File: src/rtl/traffic_interval_timer.sv
// traffic_interval_timer
//
// Programmable interval timer for the traffic-light controller. The
// controller FSM picks a duration with `interval` and raises `start_timer`.
// This block counts that many prescaled "second" ticks and then returns a
// one-cycle `expired` pulse, which advances the controller to its next light
// phase. The three durations (base, extended, yellow) live in this block and
// can be rewritten through the `prog_sync` strobe.
//
// Parameters
//   CLK_DIV   clock cycles per timer tick (must be >= 2)
//   VAL_W     width of the stored durations, in ticks
//   DEF_BASE  reset value of the base duration
//   DEF_EXT   reset value of the extended duration
//   DEF_YEL   reset value of the yellow duration
//
// Ports
//   clk                  single clock, rising edge
//   g_reset              asynchronous active-high reset
//   start_timer          start request; only its 0->1 transition starts a count
//   interval[1:0]        00 base, 01 extended, 10 yellow, 11 zero duration
//   prog_sync            one-cycle strobe that writes time_value
//   time_param_selector  00 base, 01 extended, 10 yellow, 11 ignored
//   time_value           value written on prog_sync
//   expired              one-cycle pulse when the interval completes
//   busy                 high while a count is in progress

module traffic_interval_timer #(
  parameter int CLK_DIV  = 4,
  parameter int VAL_W    = 4,
  parameter int DEF_BASE = 6,
  parameter int DEF_EXT  = 3,
  parameter int DEF_YEL  = 2
) (
  input  logic             clk,
  input  logic             g_reset,
  input  logic             start_timer,
  input  logic [1:0]       interval,
  input  logic             prog_sync,
  input  logic [1:0]       time_param_selector,
  input  logic [VAL_W-1:0] time_value,
  output logic             expired,
  output logic             busy
);

  localparam int PRE_W = (CLK_DIV > 1) ? $clog2(CLK_DIV) : 1;
  localparam logic [PRE_W-1:0] PRE_MAX = PRE_W'(CLK_DIV - 1);

  typedef enum logic [1:0] {
    IDLE  = 2'b00,
    COUNT = 2'b01,
    FIRE  = 2'b10
  } state_e;

  state_e             state_q, state_d;
  logic [VAL_W-1:0]   cnt_q, cnt_d;
  logic [PRE_W-1:0]   pre_q, pre_d;
  logic               startPrev_q;
  logic [VAL_W-1:0]   baseVal_q, extVal_q, yelVal_q;

  logic               startPulse;
  logic [VAL_W-1:0]   selVal;
  logic [VAL_W-1:0]   effVal;

  // Edge detect: holding start_timer high must not retrigger. startPrev_q
  // resets low, so a start held high through reset fires at the first edge.
  assign startPulse = start_timer & ~startPrev_q;

  // Duration picked by the controller. Code 11 is the zero-length interval
  // and never reaches the counter, so its value here is irrelevant.
  always_comb begin
    selVal = '0;
    case (interval)
      2'b00:   selVal = baseVal_q;
      2'b01:   selVal = extVal_q;
      2'b10:   selVal = yelVal_q;
      default: selVal = '0;
    endcase
  end

  // A programmed 0 would otherwise underflow the counter; treat it as 1 tick.
  assign effVal = (selVal == '0) ? VAL_W'(1) : selVal;

  // Duration registers. The load path reads the current (old) value, so a
  // write in the same cycle as a start only affects later starts.
  always_ff @(posedge clk or posedge g_reset) begin
    if (g_reset) begin
      baseVal_q <= VAL_W'(DEF_BASE);
      extVal_q  <= VAL_W'(DEF_EXT);
      yelVal_q  <= VAL_W'(DEF_YEL);
    end else if (prog_sync) begin
      case (time_param_selector)
        2'b00:   baseVal_q <= time_value;
        2'b01:   extVal_q  <= time_value;
        2'b10:   yelVal_q  <= time_value;
        default: ;
      endcase
    end
  end

  // State, counter and prescaler registers.
  always_ff @(posedge clk or posedge g_reset) begin
    if (g_reset) begin
      state_q     <= IDLE;
      cnt_q       <= '0;
      pre_q       <= '0;
      startPrev_q <= 1'b0;
    end else begin
      state_q     <= state_d;
      cnt_q       <= cnt_d;
      pre_q       <= pre_d;
      startPrev_q <= start_timer;
    end
  end

  // Next-state logic. A start edge wins over everything else, which is what
  // suppresses an expiry that would have landed in the same cycle.
  always_comb begin
    state_d = state_q;
    cnt_d   = cnt_q;
    pre_d   = pre_q;

    if (startPulse) begin
      if (interval == 2'b11) begin
        state_d = FIRE;
      end else begin
        state_d = COUNT;
        cnt_d   = effVal;
        pre_d   = '0;
      end
    end else begin
      case (state_q)
        IDLE: begin
          state_d = IDLE;
        end
        COUNT: begin
          // Prescaler wrap is one tick; the count ends on the tick at cnt 1.
          if (pre_q == PRE_MAX) begin
            pre_d = '0;
            cnt_d = cnt_q - VAL_W'(1);
            if (cnt_q == VAL_W'(1)) begin
              state_d = FIRE;
            end
          end else begin
            pre_d = pre_q + PRE_W'(1);
          end
        end
        FIRE: begin
          state_d = IDLE;
        end
        default: begin
          state_d = IDLE;
        end
      endcase
    end
  end

  // Outputs decode straight from the state register.
  assign busy    = (state_q == COUNT);
  assign expired = (state_q == FIRE);

endmodule

File: config.mk
export PLATFORM = sky130hd
export DESIGN_NAME = traffic_interval_timer
export DESIGN_NICKNAME = d
export VERILOG_FILES = /design/src/rtl/traffic_interval_timer.sv
export SDC_FILE = /design/constraint.sdc
export NUM_CORES = 1
export LEC_CHECK = 0
export CORE_UTILIZATION = 45
export CTS_CLUSTER_DIAMETER = 150
export DETAILED_ROUTE_END_ITERATION = 8
export GPL_ROUTABILITY_DRIVEN = 0
export PLACE_DENSITY = 0.7
export RECOVER_POWER = 25
export SKIP_CTS_REPAIR_TIMING = 1
export SLEW_MARGIN = 20
export SYNTH_ARGS = -nofsm -noshare
export SYNTH_HDL_FRONTEND = slang
export SYNTH_SLANG_ARGS = --single-unit
File: constraint.sdc
create_clock -name clk -period 1.2 [get_ports clk]
set_input_delay 0.18 -clock clk [delete_from_list [all_inputs] [get_ports clk]]
set_output_delay 0.18 -clock clk [all_outputs]
set_load 0.05 [all_outputs]
[Yosys cells after proc, flatten, opt, wreduce, memory -nomap -nowiden]
Cells that the tools add are included.
Word-level totals
  flip-flop bits (word level): 21
  bits in latches: 0
  RAM bits: 0
  memory bits (read-only): 0
  input port bits: 12
  output and inout bits: 2
  logic and storage cells: 49
  memories: 0
Cells by class
  add/sub/neg operators: 2
  multipliers: 0
  div/mod/pow operators: 0
  magnitude comparators: 0
  equal/unequal tests: 12
  shift operators: 0
  muxes and demuxes: 15
  bitwise operators: 2
  reductions and logical operators: 11
Operators by type and width (count)
  2-to-1 mux 4 bit: 5
  2-to-1 mux 2 bit: 9
  case mux 4 bit (3 select lines): 1
  == test 2 bit, second input constant: 5
  AND reduction 2 bit: 5
  == test 2 x 1 -> 1 bit, second input constant: 3
  != test 3 x 1 -> 1 bit, second input constant: 2
  == test 4 x 1 -> 1 bit, second input constant: 1
  logical NOT 2 bit: 2
  logical NOT 4 bit: 1
  nonzero test 2 bit: 2
  subtractor 4 x 1 -> 4 bit, second input constant: 1
  AND reduction 3 bit: 1
  adder 2 x 1 -> 2 bit, second input constant: 1
  != test 2 bit, second input constant: 1
  AND 1 bit: 1
  NOT 1 bit: 1

[Longest topological paths before layout]
Gate-level depths: netlist (run 1).
  depth after elaboration: 6
  mapped depth: 5

[Least setup slack after synthesis (run 1)]
Ideal clock, no wire load.
  path type: reg2reg
  start point: reg state_q[1]
  end point: reg cnt_q[2]
  library setup time: 132 ps
  arrival time: 1244 ps
  data required time: 1068 ps
  path slack: -176 ps
  cell stages (with the launch flop): 6
  buffers on the path: 0
  cell sequence: dfrtp_1 > nand2b_1 > inv_1 > nand3_1 > a21oi_1 > o22ai_1
Between the ends
  longest elaborated chain between the ends: 3
Ends and longest elaborated chain
  from (decl): RTL line 55  | state_e state_q, state_d;
  from (signal assigned): RTL line 109  | state_q <= state_d;
  == test 2 x 1 -> 1 bit
  via busy: RTL line 43  | output logic busy
  nonzero test 2 bit (no source line)
  AND reduction 3 bit (no source line)
  to (signal assigned): RTL line 110  | cnt_q <= cnt_d;
  to (decl): RTL line 56  | logic [VAL_W-1:0] cnt_q, cnt_d;
The timed path passes the listed nets, and every way through them passes these cells.
A chain may end at the register's enable or synchronous reset.

[Worst setup path in the final report (run 1)]
  start point: reg state_q[0]
  end point: out busy
Between the ends
  longest elaborated chain between the ends: 1
Ends and longest elaborated chain
  == test 2 x 1 -> 1 bit: RTL line 159  | assign busy = (state_q == COUNT);
  to (decl): RTL line 43
Every way passes these cells.

==> results of run 1 <==
==> sequential cells by signal, indices dropped and copies added (netlist names) <==
signal       count
startPrev_q      1
extVal_q         4
state_q          2
baseVal_q        4
pre_q            2
cnt_q            4
yelVal_q         4
==> synthesized netlist by cell type <==
master	instances	area, sq um
o21ai_0	2	10.0
buf_6	1	11.3
o22ai_1	1	6.26
a21o_1	1	7.51
mux2_4	1	15.0
nor2_1	6	22.5
nor3b_1	2	15.0
o32a_1	1	10.0
mux2_2	12	135
o2bb2ai_1	2	17.5
mux2i_1	4	40.0
inv_1	7	26.3
a221oi_1	1	8.76
a22o_1	2	17.5
ha_1	3	37.5
nand2_1	6	22.5
mux2_1	1	11.3
dfstp_2	5	131
a32oi_1	2	17.5
a221o_1	1	10.0
o21ai_1	1	5.00
nand3b_1	2	15.0
nor2b_1	3	18.8
clkbuf_1	1	3.75
nand2b_1	2	12.5
a21oi_1	6	30.0
nand3_1	2	10.0
dfrtp_1	16	400
==> per-layer routing <==
layer	global-route usage	wire length, um	vias up
li1	-	-	419
met4	0.0694	29	0
met2	0.338	1240	23
met3	0.0455	62	4
met1	0.236	1090	436
met5	0	0	-
==> path summary, 6_finish.rpt <==
path | slack (ps) | endpoint | depth (start not counted) | start
setup / recovery | -290 | busy | 5 | state_q[0]
hold / removal | 40 | startPrev_q | 1 | start_timer
setup reg to reg | -270 | cnt_q[0] | 4 | baseVal_q[1]
hold reg to reg | 530 | yelVal_q[0] | 1 | yelVal_q[0]
max in group asynchronous | 410 | extVal_q[0] | 3 | g_reset
min in group asynchronous | 420 | yelVal_q[0] | 3 | g_reset
==> kinds of logic (layout without fill, tap and decap cells) <==
| logic type | count (synthesis) | in the layout | share of synthesized area |
|---|---|---|---|
| muxes | 18 | 18 | 0.189 |
| buffers and inverters | 9 | 48 | 0.0386 |
| DFF | 21 | 21 | 0.498 |
| AOI/OAI and AO/OA | 20 | 20 | 0.131 |
| adders and majority gates | 3 | 3 | 0.0351 |
| and+or+nand+nor | 23 | 23 | 0.109 |
==> cell type report <==
type                            count  area share
Clock inverter                      1     0.00323
Timing Repair Buffer               37       0.218
Tap cell                           28      0.0226
Clock buffer                        3      0.0145
Inverter                            7      0.0194
Multi-Input combinational cell     64       0.380
Sequential cell                    21       0.343
==> through the flow <==
step | setup TNS (ps) | util
6_report | -979 | 0.695
2_1_floorplan | -332 | -
3_5_place_dp | -6820 | 0.627
3_3_place_gp | -5940 | 0.627
5_1_grt | -1480 | 0.695
4_1_cts | -1660 | 0.639
==> power groups by stage <==
stage	registers, uW	clock network (uW)	logic, uW
final	1080	358	918
after global routing	1100	397	1020
after CTS	1040	357	770
after detailed placement	1050	0	767
after global placement	1040	0	746
after floorplan	1010	0	497
==> critical path, cell delays in order (launching register included) <==
cell and delay [ps]:
dfrtp_1 430, nand2b_4 90, buf_6 110, clkinvlp_4 110, buf_6 130, buf_12 130
==> reports/qor.csv, run 1 <==
metric,value,unit
overflow,0,
final_antenna_net_count,0,
nets,149,
hold_viol,0,
p_clk_frac,0.152,
finalCriticalPeriod,1490,ps
drt_wl_total,2.42,mm
dr.pass1.iters,4,
cts_root_buffer,clkbuf_4,
first_global_vias,834,
setup_viol,8,
dpl-instance-area,1400,sq um
peakVddDrop,0.00114,V
power.leakage,0.000703,uW
grt_start_max_net_pins,22,
die_h,50.7,um
vias,882,
clk_pin_slew,120,ps
worstPathArrival,1310,ps
period_share,1.24,
whs,40.4,ps
cts-htree-levels,1,
rows,17,
dp_hpwl,1.69,mm
ys_ff_latch,21,
maxCapViolations,0,
postSynthCellCount,94,
sw_frac_of_total,0.346,
clock_path_buffers,2,
fp.coreArea,2230,sq um
pwr-share-seq,0.458,
hp-class,in -> reg,
maxSlewHeadroom,0.651,
mappedNetlistArea,1070,sq um
seq_area,532,sq um
final_cell_area,1550,sq um
fin_ws,-289,ps
grt_pass1_wl,3.68,mm
multiInputGateArea,589,sq um
yosysSeqAreaShare,0.498,
avgSynthCellArea,11.4,sq um
end_kind,output pin,
critPathRequiredTime,1020,ps
power,2350,uW
io_buffers,13,
drt_iter0_drc,17,
worstSetupPathType,reg -> out,
worstMarginPinSlew,523,ps
syn-num-nets,109,
synth.distinct_cells,28,
power.switching,814,uW
clock_sinks,21,
violations,negative setup slack,
preCtsSetupSlack,-673,ps
grt.total_usage,0.196,
clk_latency,310,ps
yosysWarnings,0,
start_util,0.478,
p_per_area,1520,nW/um^2
route.detailed.wl_per_inst,15.0,um
cts_buffers,3,
most-common-layout-cells,"20 x buf_4, 16 x dfrtp_1, 12 x mux2_2, 7 x clkdlybuf4s50_1, 6 x inv_1",
antenna_found_initial,0,
post-route-drc-count,0,
max_freq,672,MHz
dieArea,2570,sq um
p_comb_frac,0.390,
pin_count,14,
dp.cells,152,
intPower,1540,uW
rsz0062_at_grt,true,
viasPerCell,5.48,
final_common_cell,buf_4,
drive_gt1_frac,0.489,
outcome,finished with violations,
cts_tree,yes,
finClkSkew,6.40,ps
diodes,0,
syn2layout_area_growth,45.2,%
finalMaxSlewViolations,0,
crit_fanout,2,
fillers,171,
critPathLaunchType,register,
die_w,50.7,um
instances_no_fill,161,
No activity file was read; power rests on OpenSTA's default activity.
==> run 2, diff against run 1 <==
- CORE_UTILIZATION: 45 -> 48
- PLACE_DENSITY: 0.7 -> 0.74
==> run 2 against run 1 <==
  * The run still ends with negative setup slack left
  * Critical path depth unchanged
  * Critical path type unchanged
  * Register-to-register slack better by 40 ps
  * Clock power down 5%
  * Sequential power about the same
  * Count of clock-buffer cells in the layout up 1
  * Design area down 3.4%
  * Combinational power down 0.9%
  * Via count down 5.4%
  * Global-route usage down 0.19 points
  * First-iteration DRC count down 35%
  * Critical endpoint unchanged
  * Clock skew down 4.7 ps
==> reports/qor.csv, run 2 (same netlist as run 1, synthesis figures left out) <==
metric,value,unit,change
hold_viol,0,,unchanged
whs,43.5,ps,+3.06 ps
final_util,0.741,,+0.0467
maxSlewHeadroom,0.657,,+0.00601
setup_tns,-740,ps,+239 ps
finClkSkew,1.71,ps,-4.69 ps
rsz0062_at_grt,true,,
die_h,49.2,um,-3.1%
clk_latency,310,ps,about the same
io_buffers,13,,unchanged
timing.rr.end,cnt_q[0],,
nets,145,,-2.7%
holdPathStages,1,,unchanged
crit_fanout,2,,unchanged
finalMaxSlewViolations,0,,unchanged
hp-class,in -> reg,,
post-route-drc-count,0,,unchanged
max_freq,688,MHz,+2.4%
die_w,49.2,um,-3.1%
cts-htree-levels,1,,unchanged
setup_viol,5,,-3
finalCriticalPeriod,1450,ps,-34.8 ps
cts_tree,yes,,
dr.pass1.iters,4,,unchanged
syn2layout_area_growth,40.3,%,
worstMarginPinSlew,514,ps,-9.02 ps
grt.total_usage,0.194,,-0.00190
dp_hpwl,1.57,mm,-7.1%
seq_area,532,sq um,unchanged
first_global_vias,866,,+3.8%
clk_pin_slew,110,ps,about the same
cts_root_buffer,clkbuf_4,,
reg2reg_slack,-230,ps,+40 ps
rows,16,,-1
viasPerCell,5.35,,-2.4%
fin_ws,-254,ps,+34.8 ps
worstPathArrival,1270,ps,-40 ps
route.detailed.wl_per_inst,14.1,um,-6.4%
grt_start_max_net_pins,22,,unchanged
final_antenna_net_count,0,,unchanged
end_kind,output pin,,
min_from,start_timer,,
diodes,0,,unchanged
period_share,1.21,,-0.0290
power.leakage,0.000687,uW,-2.2%
critPathRequiredTime,1020,ps,about the same
worstSetupPathType,reg -> out,,
pin_count,14,,unchanged
fp.coreArea,2020,sq um,-9.5%
multiInputGateArea,569,sq um,-3.4%
maxCapViolations,0,,unchanged
dieArea,2420,sq um,-6.0%
vias,834,,-5.4%
drt_wl_total,2.19,mm,-9.3%
drt_iter0_drc,11,,-6
grt_pass1_wl,3.51,mm,-4.7%
start_util,0.528,,+0.0500
clock_sinks,21,,unchanged
critPathLaunchType,register,,
antenna_found_initial,0,,unchanged
violations,negative setup slack,,
fillers,146,,-15%
hold_end,startPrev_q,,
clock_path_buffers,2,,unchanged
drive_gt1_frac,0.442,,-0.0469
p_per_area,1550,nW/um^2,+2.0%
peakVddDrop,0.000957,V,-16%
rr_worst_depth,4,,unchanged
cts_buffers,3,,unchanged
outcome,finished with violations,,
most-common-layout-cells,"16 x dfrtp_1, 16 x buf_4, 12 x mux2_2, 7 x clkdlybuf4s50_1",,
overflow,0,,unchanged
rr_startpoint,baseVal_q[1],,
-- run 2: cell count changes in the layout (fill, tap and decap cells not counted), sizes merged --
cell	before	now
buf	25	21
clkbuf	5	6
clkinv	1	0
-- run 2: stage by stage --
| stage | setup WS [ps] | cell area [sq um] | power, uW | cells |
|---|---|---|---|---|
| floorplan | -155 | 1070 | 1510 | 94 |
| global placement | -562 | 1380 | 1790 | 150 |
| detailed placement | -597 | 1380 | 1830 | 150 |
| CTS | -276 | 1410 | 2160 | 154 |
| global route | -317 | 1500 | 2470 | 156 |
| finish | -254 | 1500 | 2320 | 156 |
-- run 2: power breakdown --
group	switching [uW]	internal, uW
clock	212	130
sequential	149	917
combinational	401	510
total	761	1560
-- run 2: cell type report --
type,count,share of cell area
Clock buffer,4,0.0175
Inverter,7,0.0200
Multi-Input combinational cell,64,0.380
Sequential cell,21,0.355
Tap cell,27,0.0225
Timing Repair Buffer,33,0.205
-- run 2: layer usage --
metal | GRT usage | up-vias | share of wire
met5 | 0 | - | 0
met4 | 0.0931 | 0 | 0.019
met3 | 0.0374 | 5 | 0.026
met2 | 0.342 | 17 | 0.53
met1 | 0.221 | 403 | 0.42
li1 | - | 409 | -
-- run 2: worst max path at each step --
stage | from | slack, ps | to | depth (start not counted)
after floorplan | baseVal_q[1] | -150 | cnt_q[0] | 4
after global placement | interval[0] | -560 | cnt_q[0] | 6
after detailed placement | interval[0] | -600 | cnt_q[0] | 6
after CTS | state_q[0] | -280 | busy | 5
after global routing | state_q[0] | -320 | busy | 5
final | state_q[0] | -250 | busy | 5
-- run 2: worst max-delay path, stage by stage (launching register included) --
cell        delay, ps
dfrtp_1           430
nand2b_4           90
buf_6             100
clkinvlp_4         90
buf_6             130
buf_12            130
==> run 3, diff against run 2 <==
- CORE_UTILIZATION: 48 -> 25
- PLACE_DENSITY: 0.74 -> default
==> run 3 against run 2 <==
  * The run still ends with negative setup slack left
  * Sequential power barely moved
  * Wire length increased by 13%
  * Count of clock-buffer cells in the layout fell by 1
  * Clock power is 31% higher
  * Non-clock buffer count is 2 higher
  * Die area up 88%
  * Via count rose by 3.0%
==> reports/qor.csv, run 3 (same netlist as run 1, synthesis figures left out) <==
metric,value,unit,change
outcome,finished with violations,,
violations,negative setup slack,,
fp.coreArea,4060,sq um,+100%
io_buffers,13,,unchanged
die_h,67.4,um,+37%
maxSlewHeadroom,0.647,,-0.0100
clk_latency,250,ps,-60 ps
syn2layout_area_growth,50.1,%,
vias,859,,+3.0%
post-route-drc-count,0,,unchanged
timing.rr.end,cnt_q[0],,
drt_wl_total,2.48,mm,+13%
viasPerCell,4.75,,-11%
cts_root_buffer,clkbuf_8,,
reg2reg_slack,-240,ps,about the same
grt_start_max_net_pins,22,,unchanged
holdPathStages,1,,unchanged
finalMaxSlewViolations,0,,unchanged
drt_iter0_drc,20,,+9
p_per_area,1530,nW/um^2,-0.84%
power.leakage,0.000741,uW,+7.8%
most-common-layout-cells,"16 x dfrtp_1, 16 x buf_4, 11 x mux2_2, 6 x inv_1",,
min_from,start_timer,,
diodes,0,,unchanged
die_w,67.4,um,+37%
setup_viol,5,,unchanged
final_util,0.395,,-0.346
hp-class,in -> reg,,
grt_pass1_wl,3.87,mm,+10%
worstPathArrival,1620,ps,+350 ps
hold_viol,0,,unchanged
rr_startpoint,baseVal_q[1],,
start_util,0.263,,-0.265
finalCriticalPeriod,1440,ps,-16.9 ps
critPathLaunchType,register,,
antenna_found_initial,0,,unchanged
worstMarginPinSlew,529,ps,+15.0 ps
cp_slowest_stage_delay,370,ps,-60 ps
route.detailed.wl_per_inst,13.7,um,-2.7%
dr.pass1.iters,4,,unchanged
cts-htree-levels,1,,unchanged
rows,23,,+7
fin_ws,-237,ps,+16.9 ps
clock_path_buffers,2,,unchanged
worstSetupPathType,reg -> reg,,
dpl-instance-area,1410,sq um,+2.4%
maxCapViolations,0,,unchanged
rsz0062_at_grt,true,,
final_cell_area,1600,sq um,+7.0%
drive_gt1_frac,0.489,,+0.0467
grt.total_usage,0.116,,-0.0778
pin_count,14,,unchanged
end_kind,register,,
crit_fanout,2,,unchanged
cts_buffers,3,,unchanged
cts_tree,yes,,
peakVddDrop,0.000540,V,-44%
finClkSkew,1.05,ps,-0.661 ps
nets,147,,+1.4%
critPathSlowestCell,dfstp_2,,
period_share,1.20,,-0.0141
path_cells,mux2_4 -> a221o_1 -> o32a_1 -> mux2i_1,,
clk_pin_slew,70,ps,-40 ps
first_global_vias,874,,+0.92%
rr_worst_depth,4,,unchanged
dieArea,4540,sq um,+88%
clock_sinks,21,,unchanged
overflow,0,,unchanged
critPathRequiredTime,1380,ps,+360 ps
max_freq,696,MHz,+1.2%
final_antenna_net_count,0,,unchanged
dp_hpwl,1.76,mm,+12%
hold_end,startPrev_q,,
-- run 3: power by group --
group          switching [uW]  internal, uW  total (uW)
clock network             216           231         447
registers                 154           919        1070
logic                     422           518         940
total                     792          1670        2460
-- run 3: how the worst max path moves through the flow --
stage / startpoint / end / slack (ps) / cells after the start
2_1_floorplan: baseVal_q[1] / cnt_q[0] / -150 / 4
3_3_place_gp: interval[0] / cnt_q[0] / -590 / 5
3_5_place_dp: interval[0] / cnt_q[0] / -640 / 6
4_1_cts: interval[0] / cnt_q[0] / -380 / 6
5_1_grt: baseVal_q[1] / cnt_q[0] / -300 / 4
6_report: baseVal_q[1] / cnt_q[0] / -240 / 4
-- run 3: final cells by class --
type	count	area [sq um]
repair buffers	35	335
clock inverters	1	5.00
well taps	50	62.6
fillers	387	2450
flip-flops and latches	21	532
multi-input cells	64	598
inverters	7	30.0
clock buffers	3	41.3
-- run 3: critical path: cells and delay by family (launching register included) --
family | cells | cell delay (ps)
AOI/OAI and AO/OA | 2 | 610
DFF | 1 | 370
muxes | 2 | 380
-- run 3: per-stage QoR --
step / setup slack (ps) / total power [uW] / std cells / TNS (ps) / hold WS [ps]
floorplan: -155 / 1510 / 94 / -332 / 153
global placement: -589 / 1800 / 172 / -5220 / 489
detailed placement: -637 / 1840 / 172 / -5540 / 499
CTS: -385 / 2310 / 176 / -1580 / 246
global route: -301 / 2620 / 181 / -1020 / 104
finish: -237 / 2460 / 181 / -596 / 108
-- run 3: layer usage --
metal,global-route usage,part of all wire,up-vias
met5,0,0,-
met4,0.0319,0.0032,0
met3,0.0355,0.034,2
met2,0.213,0.54,17
met1,0.127,0.43,428
li1,-,-,412
